## config.mk

```make
export PLATFORM = sky130hd
export DESIGN_NAME = ex_operand_stage_flat
export DESIGN_NICKNAME = d
export VERILOG_FILES = /design/src/rtl/ex_operand_stage_if.sv /design/src/rtl/ex_operand_stage.sv /design/src/flat_wrapper.sv
export SDC_FILE = /design/constraint.sdc
export NUM_CORES = 1
export LEC_CHECK = 0
export ABC_AREA = 1
export CAP_MARGIN = 10
export CORE_MARGIN = 1
export CORE_UTILIZATION = 40
export CTS_BUF_LIST = sky130_fd_sc_hd__clkbuf_8
export CTS_CLUSTER_SIZE = 14
export DETAILED_ROUTE_END_ITERATION = 8
export PLACE_DENSITY = 0.78
export SYNTH_ARGS = -nofsm -noshare
export SYNTH_HDL_FRONTEND = slang
export SYNTH_SLANG_ARGS = --single-unit
```

## constraint.sdc

```tcl
create_clock -name clk -period 2.89 [get_ports clk]
set_clock_uncertainty 0.15 [all_clocks]
set_input_delay 0.578 -clock clk [delete_from_list [all_inputs] [get_ports clk]]
set_output_delay 0.578 -clock clk [all_outputs]
set_load 0.01 [all_outputs]
```

## src/rtl/ex_operand_stage_if.sv

```systemverilog
// Bus bundle between ID, the ID/EX operand stage and the MEM/WB forwarding sources.
// The stage itself uses the slave view; whoever drives ID and the bypass network uses master.
interface ex_operand_stage_if #(
  parameter int DATA_WIDTH     = 32,
  parameter int OPCODE_LENGTH  = 4,
  parameter int REG_ADDR_WIDTH = 5
);
  logic                      id_valid;
  logic [REG_ADDR_WIDTH-1:0] id_rs1;
  logic [REG_ADDR_WIDTH-1:0] id_rs2;
  logic [REG_ADDR_WIDTH-1:0] id_rd;
  logic [DATA_WIDTH-1:0]     id_rs1_data;
  logic [DATA_WIDTH-1:0]     id_rs2_data;
  logic [DATA_WIDTH-1:0]     id_imm;
  logic [DATA_WIDTH-1:0]     id_pc;
  logic                      id_srca_pc;
  logic                      id_alu_src;
  logic [OPCODE_LENGTH-1:0]  id_operation;
  logic                      id_reg_write;
  logic                      id_mem_read;
  logic                      id_mem_write;
  logic                      flush;
  logic                      mem_reg_write;
  logic [REG_ADDR_WIDTH-1:0] mem_rd;
  logic [DATA_WIDTH-1:0]     mem_result;
  logic                      wb_reg_write;
  logic [REG_ADDR_WIDTH-1:0] wb_rd;
  logic [DATA_WIDTH-1:0]     wb_result;
  logic                      stall;
  logic                      ex_valid;
  logic                      ex_reg_write;
  logic                      ex_mem_read;
  logic                      ex_mem_write;
  logic [REG_ADDR_WIDTH-1:0] ex_rd;
  logic [DATA_WIDTH-1:0]     SrcA;
  logic [DATA_WIDTH-1:0]     SrcB;
  logic [OPCODE_LENGTH-1:0]  Operation;
  logic [DATA_WIDTH-1:0]     ex_store_data;

  modport master (
    output id_valid, id_rs1, id_rs2, id_rd, id_rs1_data, id_rs2_data, id_imm, id_pc,
           id_srca_pc, id_alu_src, id_operation, id_reg_write, id_mem_read, id_mem_write,
           flush, mem_reg_write, mem_rd, mem_result, wb_reg_write, wb_rd, wb_result,
    input  stall, ex_valid, ex_reg_write, ex_mem_read, ex_mem_write, ex_rd,
           SrcA, SrcB, Operation, ex_store_data
  );

  modport slave (
    input  id_valid, id_rs1, id_rs2, id_rd, id_rs1_data, id_rs2_data, id_imm, id_pc,
           id_srca_pc, id_alu_src, id_operation, id_reg_write, id_mem_read, id_mem_write,
           flush, mem_reg_write, mem_rd, mem_result, wb_reg_write, wb_rd, wb_result,
    output stall, ex_valid, ex_reg_write, ex_mem_read, ex_mem_write, ex_rd,
           SrcA, SrcB, Operation, ex_store_data
  );
endinterface

```

## src/rtl/ex_operand_stage.sv

```systemverilog
// ID/EX pipeline register with load-use stall, write-through capture and MEM/WB
// operand forwarding feeding the EX-stage ALU.
module ex_operand_stage #(
  parameter int DATA_WIDTH     = 32,
  parameter int OPCODE_LENGTH  = 4,
  parameter int REG_ADDR_WIDTH = 5
) (
  input  logic clk,
  input  logic rst_n,
  ex_operand_stage_if.slave bus
);

  logic                      valid_q, valid_d;
  logic                      reg_write_q, reg_write_d;
  logic                      mem_read_q, mem_read_d;
  logic                      mem_write_q, mem_write_d;
  logic [REG_ADDR_WIDTH-1:0] rd_q, rd_d;
  logic [OPCODE_LENGTH-1:0]  op_q, op_d;
  logic [DATA_WIDTH-1:0]     imm_q, imm_d;
  logic [DATA_WIDTH-1:0]     pc_q, pc_d;
  logic                      srca_pc_q, srca_pc_d;
  logic                      alu_src_q, alu_src_d;

  logic [1:0][REG_ADDR_WIDTH-1:0] id_rs;
  logic [1:0][DATA_WIDTH-1:0]     id_rs_data;
  logic [1:0][DATA_WIDTH-1:0]     rs_fwd;

  logic hazard;
  logic bubble;

  assign id_rs[0]      = bus.id_rs1;
  assign id_rs[1]      = bus.id_rs2;
  assign id_rs_data[0] = bus.id_rs1_data;
  assign id_rs_data[1] = bus.id_rs2_data;

  // Both source fields are compared even if the instruction ignores one of them.
  assign hazard = bus.id_valid & valid_q & mem_read_q & (rd_q != '0) &
                  ((rd_q == bus.id_rs1) | (rd_q == bus.id_rs2));
  assign bubble = bus.flush | hazard;
  assign bus.stall = hazard;

  generate
    for (genvar gi = 0; gi < 2; gi++) begin : g_src
      logic [REG_ADDR_WIDTH-1:0] rs_q, rs_d;
      logic [DATA_WIDTH-1:0]     data_q, data_d;
      logic [DATA_WIDTH-1:0]     fwd;
      logic                      wb_hit_id;
      logic                      mem_hit_ex;
      logic                      wb_hit_ex;

      // The register file reads before WB writes, so capture WB's value directly.
      assign wb_hit_id  = bus.wb_reg_write & (bus.wb_rd != '0) & (bus.wb_rd == id_rs[gi]);
      assign mem_hit_ex = bus.mem_reg_write & (bus.mem_rd != '0) & (bus.mem_rd == rs_q);
      assign wb_hit_ex  = bus.wb_reg_write & (bus.wb_rd != '0) & (bus.wb_rd == rs_q);

      always_comb begin
        rs_d   = rs_q;
        data_d = data_q;
        if (!bubble) begin
          rs_d   = id_rs[gi];
          data_d = wb_hit_id ? bus.wb_result : id_rs_data[gi];
        end
      end

      always_comb begin
        fwd = data_q;
        if (mem_hit_ex) begin
          fwd = bus.mem_result;
        end else if (wb_hit_ex) begin
          fwd = bus.wb_result;
        end
      end

      always_ff @(posedge clk or negedge rst_n) begin
        if (!rst_n) begin
          rs_q   <= '0;
          data_q <= '0;
        end else begin
          rs_q   <= rs_d;
          data_q <= data_d;
        end
      end

      assign rs_fwd[gi] = fwd;
    end
  endgenerate

  always_comb begin
    valid_d     = bus.id_valid;
    reg_write_d = bus.id_valid & bus.id_reg_write;
    mem_read_d  = bus.id_valid & bus.id_mem_read;
    mem_write_d = bus.id_valid & bus.id_mem_write;
    rd_d        = bus.id_rd;
    op_d        = bus.id_operation;
    imm_d       = bus.id_imm;
    pc_d        = bus.id_pc;
    srca_pc_d   = bus.id_srca_pc;
    alu_src_d   = bus.id_alu_src;
    if (bubble) begin
      valid_d     = 1'b0;
      reg_write_d = 1'b0;
      mem_read_d  = 1'b0;
      mem_write_d = 1'b0;
      rd_d        = '0;
      op_d        = '0;
      imm_d       = imm_q;
      pc_d        = pc_q;
      srca_pc_d   = srca_pc_q;
      alu_src_d   = alu_src_q;
    end
  end

  always_ff @(posedge clk or negedge rst_n) begin
    if (!rst_n) begin
      valid_q     <= 1'b0;
      reg_write_q <= 1'b0;
      mem_read_q  <= 1'b0;
      mem_write_q <= 1'b0;
      rd_q        <= '0;
      op_q        <= '0;
      imm_q       <= '0;
      pc_q        <= '0;
      srca_pc_q   <= 1'b0;
      alu_src_q   <= 1'b0;
    end else begin
      valid_q     <= valid_d;
      reg_write_q <= reg_write_d;
      mem_read_q  <= mem_read_d;
      mem_write_q <= mem_write_d;
      rd_q        <= rd_d;
      op_q        <= op_d;
      imm_q       <= imm_d;
      pc_q        <= pc_d;
      srca_pc_q   <= srca_pc_d;
      alu_src_q   <= alu_src_d;
    end
  end

  assign bus.ex_valid      = valid_q;
  assign bus.ex_reg_write  = reg_write_q;
  assign bus.ex_mem_read   = mem_read_q;
  assign bus.ex_mem_write  = mem_write_q;
  assign bus.ex_rd         = rd_q;
  assign bus.Operation     = op_q;
  assign bus.SrcA          = srca_pc_q ? pc_q : rs_fwd[0];
  assign bus.SrcB          = alu_src_q ? imm_q : rs_fwd[1];
  assign bus.ex_store_data = rs_fwd[1];

endmodule

```

## src/flat_wrapper.sv

```systemverilog
// flat-port wrapper written by rule: the top's interface ports become plain ports
module ex_operand_stage_flat 
#(
  parameter int DATA_WIDTH     = 32,
  parameter int OPCODE_LENGTH  = 4,
  parameter int REG_ADDR_WIDTH = 5
)
  (clk, rst_n, bus_id_valid, bus_id_rs1, bus_id_rs2, bus_id_rd, bus_id_rs1_data, bus_id_rs2_data, bus_id_imm, bus_id_pc, bus_id_srca_pc, bus_id_alu_src, bus_id_operation, bus_id_reg_write, bus_id_mem_read, bus_id_mem_write, bus_flush, bus_mem_reg_write, bus_mem_rd, bus_mem_result, bus_wb_reg_write, bus_wb_rd, bus_wb_result, bus_stall, bus_ex_valid, bus_ex_reg_write, bus_ex_mem_read, bus_ex_mem_write, bus_ex_rd, bus_SrcA, bus_SrcB, bus_Operation, bus_ex_store_data);
  ex_operand_stage_if #(.DATA_WIDTH(DATA_WIDTH), .OPCODE_LENGTH(OPCODE_LENGTH), .REG_ADDR_WIDTH(REG_ADDR_WIDTH)) bus_i ();
  input  logic clk;
  input  logic rst_n;
  input wire logic [$bits(bus_i.id_valid)-1:0] bus_id_valid;
  input wire logic [$bits(bus_i.id_rs1)-1:0] bus_id_rs1;
  input wire logic [$bits(bus_i.id_rs2)-1:0] bus_id_rs2;
  input wire logic [$bits(bus_i.id_rd)-1:0] bus_id_rd;
  input wire logic [$bits(bus_i.id_rs1_data)-1:0] bus_id_rs1_data;
  input wire logic [$bits(bus_i.id_rs2_data)-1:0] bus_id_rs2_data;
  input wire logic [$bits(bus_i.id_imm)-1:0] bus_id_imm;
  input wire logic [$bits(bus_i.id_pc)-1:0] bus_id_pc;
  input wire logic [$bits(bus_i.id_srca_pc)-1:0] bus_id_srca_pc;
  input wire logic [$bits(bus_i.id_alu_src)-1:0] bus_id_alu_src;
  input wire logic [$bits(bus_i.id_operation)-1:0] bus_id_operation;
  input wire logic [$bits(bus_i.id_reg_write)-1:0] bus_id_reg_write;
  input wire logic [$bits(bus_i.id_mem_read)-1:0] bus_id_mem_read;
  input wire logic [$bits(bus_i.id_mem_write)-1:0] bus_id_mem_write;
  input wire logic [$bits(bus_i.flush)-1:0] bus_flush;
  input wire logic [$bits(bus_i.mem_reg_write)-1:0] bus_mem_reg_write;
  input wire logic [$bits(bus_i.mem_rd)-1:0] bus_mem_rd;
  input wire logic [$bits(bus_i.mem_result)-1:0] bus_mem_result;
  input wire logic [$bits(bus_i.wb_reg_write)-1:0] bus_wb_reg_write;
  input wire logic [$bits(bus_i.wb_rd)-1:0] bus_wb_rd;
  input wire logic [$bits(bus_i.wb_result)-1:0] bus_wb_result;
  output wire logic [$bits(bus_i.stall)-1:0] bus_stall;
  output wire logic [$bits(bus_i.ex_valid)-1:0] bus_ex_valid;
  output wire logic [$bits(bus_i.ex_reg_write)-1:0] bus_ex_reg_write;
  output wire logic [$bits(bus_i.ex_mem_read)-1:0] bus_ex_mem_read;
  output wire logic [$bits(bus_i.ex_mem_write)-1:0] bus_ex_mem_write;
  output wire logic [$bits(bus_i.ex_rd)-1:0] bus_ex_rd;
  output wire logic [$bits(bus_i.SrcA)-1:0] bus_SrcA;
  output wire logic [$bits(bus_i.SrcB)-1:0] bus_SrcB;
  output wire logic [$bits(bus_i.Operation)-1:0] bus_Operation;
  output wire logic [$bits(bus_i.ex_store_data)-1:0] bus_ex_store_data;
  assign bus_i.id_valid = bus_id_valid;
  assign bus_i.id_rs1 = bus_id_rs1;
  assign bus_i.id_rs2 = bus_id_rs2;
  assign bus_i.id_rd = bus_id_rd;
  assign bus_i.id_rs1_data = bus_id_rs1_data;
  assign bus_i.id_rs2_data = bus_id_rs2_data;
  assign bus_i.id_imm = bus_id_imm;
  assign bus_i.id_pc = bus_id_pc;
  assign bus_i.id_srca_pc = bus_id_srca_pc;
  assign bus_i.id_alu_src = bus_id_alu_src;
  assign bus_i.id_operation = bus_id_operation;
  assign bus_i.id_reg_write = bus_id_reg_write;
  assign bus_i.id_mem_read = bus_id_mem_read;
  assign bus_i.id_mem_write = bus_id_mem_write;
  assign bus_i.flush = bus_flush;
  assign bus_i.mem_reg_write = bus_mem_reg_write;
  assign bus_i.mem_rd = bus_mem_rd;
  assign bus_i.mem_result = bus_mem_result;
  assign bus_i.wb_reg_write = bus_wb_reg_write;
  assign bus_i.wb_rd = bus_wb_rd;
  assign bus_i.wb_result = bus_wb_result;
  assign bus_stall = bus_i.stall;
  assign bus_ex_valid = bus_i.ex_valid;
  assign bus_ex_reg_write = bus_i.ex_reg_write;
  assign bus_ex_mem_read = bus_i.ex_mem_read;
  assign bus_ex_mem_write = bus_i.ex_mem_write;
  assign bus_ex_rd = bus_i.ex_rd;
  assign bus_SrcA = bus_i.SrcA;
  assign bus_SrcB = bus_i.SrcB;
  assign bus_Operation = bus_i.Operation;
  assign bus_ex_store_data = bus_i.ex_store_data;
  ex_operand_stage #(.DATA_WIDTH(DATA_WIDTH), .OPCODE_LENGTH(OPCODE_LENGTH), .REG_ADDR_WIDTH(REG_ADDR_WIDTH)) u_core (.clk(clk), .rst_n(rst_n), .bus(bus_i));
endmodule
```

### Yosys cells after proc, flatten, opt, wreduce, memory -nomap -nowiden

Cells that the tools add are included.

* bits in registers: 153
* input bits: 232

* equal/unequal tests: 8
* mux-type cells: 14
* bitwise gates (word level): 17
* reductions and logical operators: 3

Operators with widths (number)
* 32-bit two-way mux: 8
* 5-bit equality test: 8
* 1-bit bitwise AND: 15
* 5-bit nonzero test: 3
* 5-bit two-way mux: 1
* 1-bit two-way mux: 4
* 4-bit two-way mux: 1
* 1-bit bitwise OR: 2

### Depth between registers and ports, before layout

* depth after elaboration: 6
* gate-level depth with buffers: 12
* depth with buffers taken out: 10

### Worst setup path before layout

No wires, ideal clock.

* path type: in2out
* start point: in bus_wb_rd[1]
* end point: out bus_SrcB[10]
* arrival time: 1701 ps
* data required time: 2162 ps
* setup slack: 461 ps
* cell stages on the path: 11
* cell sequence: buf_2 > nor2_1 > nand3b_1 > nand2_2 > inv_1 > nand3_2 > buf_4 > nand2_1 > nand3_1 > nand3_1 > nand2_1

* word-level cells in the longest chain between the ends: 6

Ends and longest elaborated chain
* from (decl): RTL line flat_wrapper.sv:31 `input wire logic [$bits(bus_i.wb_rd)-1:0] bus_wb_rd;`
* 5-bit nonzero test: RTL line ex_operand_stage.sv:54 `assign wb_hit_ex = bus.wb_reg_write & (bus.wb_rd != '0) & (bus.wb_rd == rs_q);`
* 1-bit bitwise AND: RTL line ex_operand_stage.sv:54
* 1-bit bitwise AND *: RTL line ex_operand_stage.sv:54
* 32-bit two-way mux *: RTL line ex_operand_stage.sv:69 `end else if (wb_hit_ex) begin`
* 32-bit two-way mux *: RTL line ex_operand_stage.sv:67 `if (mem_hit_ex) begin`
* 32-bit two-way mux *: RTL line ex_operand_stage.sv:146 `assign bus.SrcB = alu_src_q ? imm_q : rs_fwd[1];`
* to (decl): RTL line flat_wrapper.sv:40 `output wire logic [$bits(bus_i.SrcB)-1:0] bus_SrcB;`

Mark *: on every way between the ends. The rest lies on a longest branch, timed or not.

### Worst setup path in the final report

* start point: reg u_core.g_src[1].rs_q[0]
* end point: out bus_ex_store_data[1]

* word-level cells in the longest chain between the ends: 4

Ends and longest elaborated chain
* from (decl): RTL line ex_operand_stage.sv:44 `logic [REG_ADDR_WIDTH-1:0] rs_q, rs_d;`
* from (signal assigned): RTL line ex_operand_stage.sv:79 `rs_q <= rs_d;`
* 5-bit equality test: RTL line ex_operand_stage.sv:54
* 1-bit bitwise AND: RTL line ex_operand_stage.sv:54
* 32-bit two-way mux: RTL line ex_operand_stage.sv:69
* 32-bit two-way mux *: RTL line ex_operand_stage.sv:67
* to (decl): RTL line flat_wrapper.sv:42 `output wire logic [$bits(bus_i.ex_store_data)-1:0] bus_ex_store_data;`

Marks and branches as above.

==> metrics <==
crit share post-route 105.1%; Detailed Place HPWL 29570 um; drt drc 0; Post-DP Area 0.01453 mm2; vias in the first global route 11930; grt ovf 0; clock insertion delay at the later pin of the skew report 470 ps; gr usage total 33.56%; Flop pwr share 37.5%; CTS tree built; Cell Pwr Density 415.6 mW/mm2; Final WS setup -146.9 ps; Hold WS 328.8 ps; mean post-synth cell area 6.724 um2; gpl congestion 0.9522; Pint 4.276 mW; post-synthesis cell count 1517; Design Power 6.556 mW; Yosys reg bits 153; violated checks setup timing; clock buffer depth 2; Final Core Density 62.83%; RSZ-0062 raised after global routing yes; DP Cell Count 2170; fmax 329.3 MHz; P_leak 8.167 nW; crit-path max FO 21; Hold Crit Class reg -> reg; Pins Over Slew Limit 0; initial DRC count 1375; # clock sinks 153; Initial Util 40.63%; Worst VDD drop 0.0003664 V; largest net degree at the start of global routing 70; Yosys warning count 0; Tmin final 3037 ps; ANT nets after route 0; Routed WL 45340 um; final setup vio count 87; Die ar. 0.02615 mm2; EDFF count, synth 0; Fin. Hold Viols 0; crit path launch type flop; post-synthesis net count 1749; Worst-Margin Slew 642.2 ps; 1st-pass router iterations 8; Via density 5.584; routed len/inst 20.31 um; Seq/Total Area, Yosys 37.53%; cts bufs inserted 17; status finished with violations; number of max-cap violations 0; critical path type reg -> out; share of cells above drive strength 1 19.68%; fin cells 2232; Final Instance Area 0.01578 mm2; Critical Path Sink Type output pin; ys async rst share 100.0%; # H-tree levels 4; die height 161.7 um; Buffers on Ports 341; Clock transition at path regs 90 ps; die width 161.7 um; part of the power in the clock network 27.7%; Main synth FF type dfrtp_1; initial antenna violation count 2; Rows 58; first-pass GRT wire length 67090 um; vias 12460; core area 0.02511 mm2; switching power 2.280 mW; Area growth syn-to-layout 54.64%; CP required 2160 ps; CP Data Arrival Time 2310 ps; IO Pins 342; synthesized area 0.01020 mm2; combinational group share of total power 34.8%; clk root buf clkbuf_8; Netlist cell types 27; worst rel slew slack 57.18%; NumNets Final 2119; Sw Share 34.78%
==> cell usage in the layout (no fill, tap or decap), types with 3 or more instances in the layout <==
cell type          n
inv_1             47
nand3b_1          34
nor2_1            22
buf_12            27
xor2_1            17
clkinv_4           4
dlygate4sd2_1      9
clkbuf_8          18
buf_4             72
xnor2_2            4
nand3_1          276
buf_2             70
nand2_2           11
clkdlybuf4s15_2    8
dfrtp_1          151
o21bai_4           3
nand3_4           11
nand2_4            4
nand4_1           34
clkdlybuf4s50_1  232
clkbuf_16          7
and2_4            13
buf_6             31
and2_1            19
buf_16             8
xnor2_1           15
nand2_1          635
nand3_2           51
bufinv_16          3
o21bai_1          29
nor2_4             9
==> cell type report <==
cell class / count / area [um2]
Antenna cell: 2 / 5.005
Clock buffer: 18 / 247.7
Clock inverter: 14 / 173.9
Fill cell: 2271 / 9334
Inverter: 49 / 186.4
Multi-Input combinational cell: 1196 / 6186
Sequential cell: 153 / 3831
Tap cell: 330 / 412.9
Timing Repair Buffer: 470 / 4732
==> cell usage after synthesis (2+ instances only) <==
| master | count | area [um2] |
|---|---|---|
| nand2_1 | 646 | 2425 |
| nand3_1 | 337 | 1687 |
| dfrtp_1 | 153 | 3829 |
| buf_2 | 59 | 295.3 |
| inv_1 | 48 | 180.2 |
| nand3b_1 | 34 | 255.2 |
| nand4_1 | 34 | 212.7 |
| and2_1 | 32 | 200.2 |
| o21bai_1 | 32 | 240.2 |
| clkbuf_1 | 31 | 116.4 |
| nor2_1 | 25 | 93.84 |
| xnor2_1 | 19 | 166.4 |
| xor2_1 | 19 | 166.4 |
| buf_1 | 15 | 56.30 |
| buf_6 | 10 | 112.6 |
| nor2_2 | 5 | 31.28 |
| buf_4 | 4 | 30.03 |
| nand2_2 | 4 | 25.02 |
| nor2_4 | 2 | 22.52 |
==> sequential cells by signal, indices dropped and copies added, names as in the netlist <==
name                     cells
u_core.bus.ex_reg_write      1
u_core.g_src.rs_q           10
u_core.pc_q                 32
u_core.bus.ex_valid          1
u_core.g_src.data_q         64
u_core.bus.Operation         4
u_core.alu_src_q             1
u_core.srca_pc_q             1
u_core.bus.ex_rd             5
u_core.bus.ex_mem_write      1
u_core.bus.ex_mem_read       1
u_core.imm_q                32
==> power groups by stage <==
stage / registers (mW) / logic, mW / clock network, mW
final: 2.46 / 2.28 / 1.82
after global routing: 2.48 / 2.44 / 1.92
after CTS: 2.45 / 2.15 / 1.82
after detailed placement: 2.49 / 2.19 / 0
after global placement: 2.48 / 2.16 / 0
after floorplan: 2.46 / 0.959 / 0
==> critical path, cell delays in order (launching register included) <==
cell	delay, ps
dfrtp_1	460
xnor2_1	200
nand2_2	90
nor2_4	200
nand3_4	120
buf_12	180
nand2_1	120
nand3_2	90
and2_1	150
clkdlybuf4s15_2	220
==> layer usage <==
metal	GRT usage [%]	share of wire [%]	vias to the layer above
li1	-	-	5652
met1	41.56	39	5864
met2	55.17	47	800
met3	8.478	10	148
met4	15.01	4.0	0
met5	0	0	-
==> stage by stage <==
stage          setup TNS (ps)  worst slack [ps]
6_report                -4498            -146.9
5_1_grt                -12230            -206.1
4_1_cts                 -2987            -119.8
3_5_place_dp           -57450            -692.9
3_3_place_gp           -54490            -668.7
2_1_floorplan               0             461.2
==> kinds of logic (layout without fill, tap and decap cells) <==
kind of cell,Yosys count,count (layout),share of synthesized area [%]
AO/OA/AOI/OAI,34,34,2.453
AND/OR/NAND/NOR,1124,1124,48.96
buffers and inverters,168,551,7.788
other,0,2,0
flip-flops,153,153,37.53
XOR/XNOR,38,38,3.263
==> path summary, 6_finish.rpt <==
kind | slack (ps) | start | depth (start not counted) | endpoint
min reg2reg | 330 | u_core.pc_q[14]$_DFFE_PN0N_ | 2 | u_core.pc_q[14]$_DFFE_PN0N_
max in group asynchronous | 1270 | rst_n | 3 | u_core.g_src[1].rs_q[1]$_DFFE_PN0N_
min in group asynchronous | 440 | rst_n | 2 | u_core.bus.Operation[1]$_DFF_PN0_
max | -150 | u_core.g_src[1].rs_q[0]$_DFFE_PN0N_ | 9 | bus_ex_store_data[1]
max reg2reg | 670 | u_core.bus.ex_rd[3]$_DFF_PN0_ | 9 | u_core.g_src[1].data_q[13]$_DFFE_PN0N_
min | 330 | u_core.pc_q[14]$_DFFE_PN0N_ | 2 | u_core.pc_q[14]$_DFFE_PN0N_
==> what timing repair did <==
item	4_1_cts	5_1_grt
pin swaps	57	25
buffers inserted	10	2
hold endpoints to repair	45	0
resized for setup	440	111
setup endpoints to repair	97	96
hold buffers	1	0
gates cloned	8	8
(Power assumes the default switching activity.)
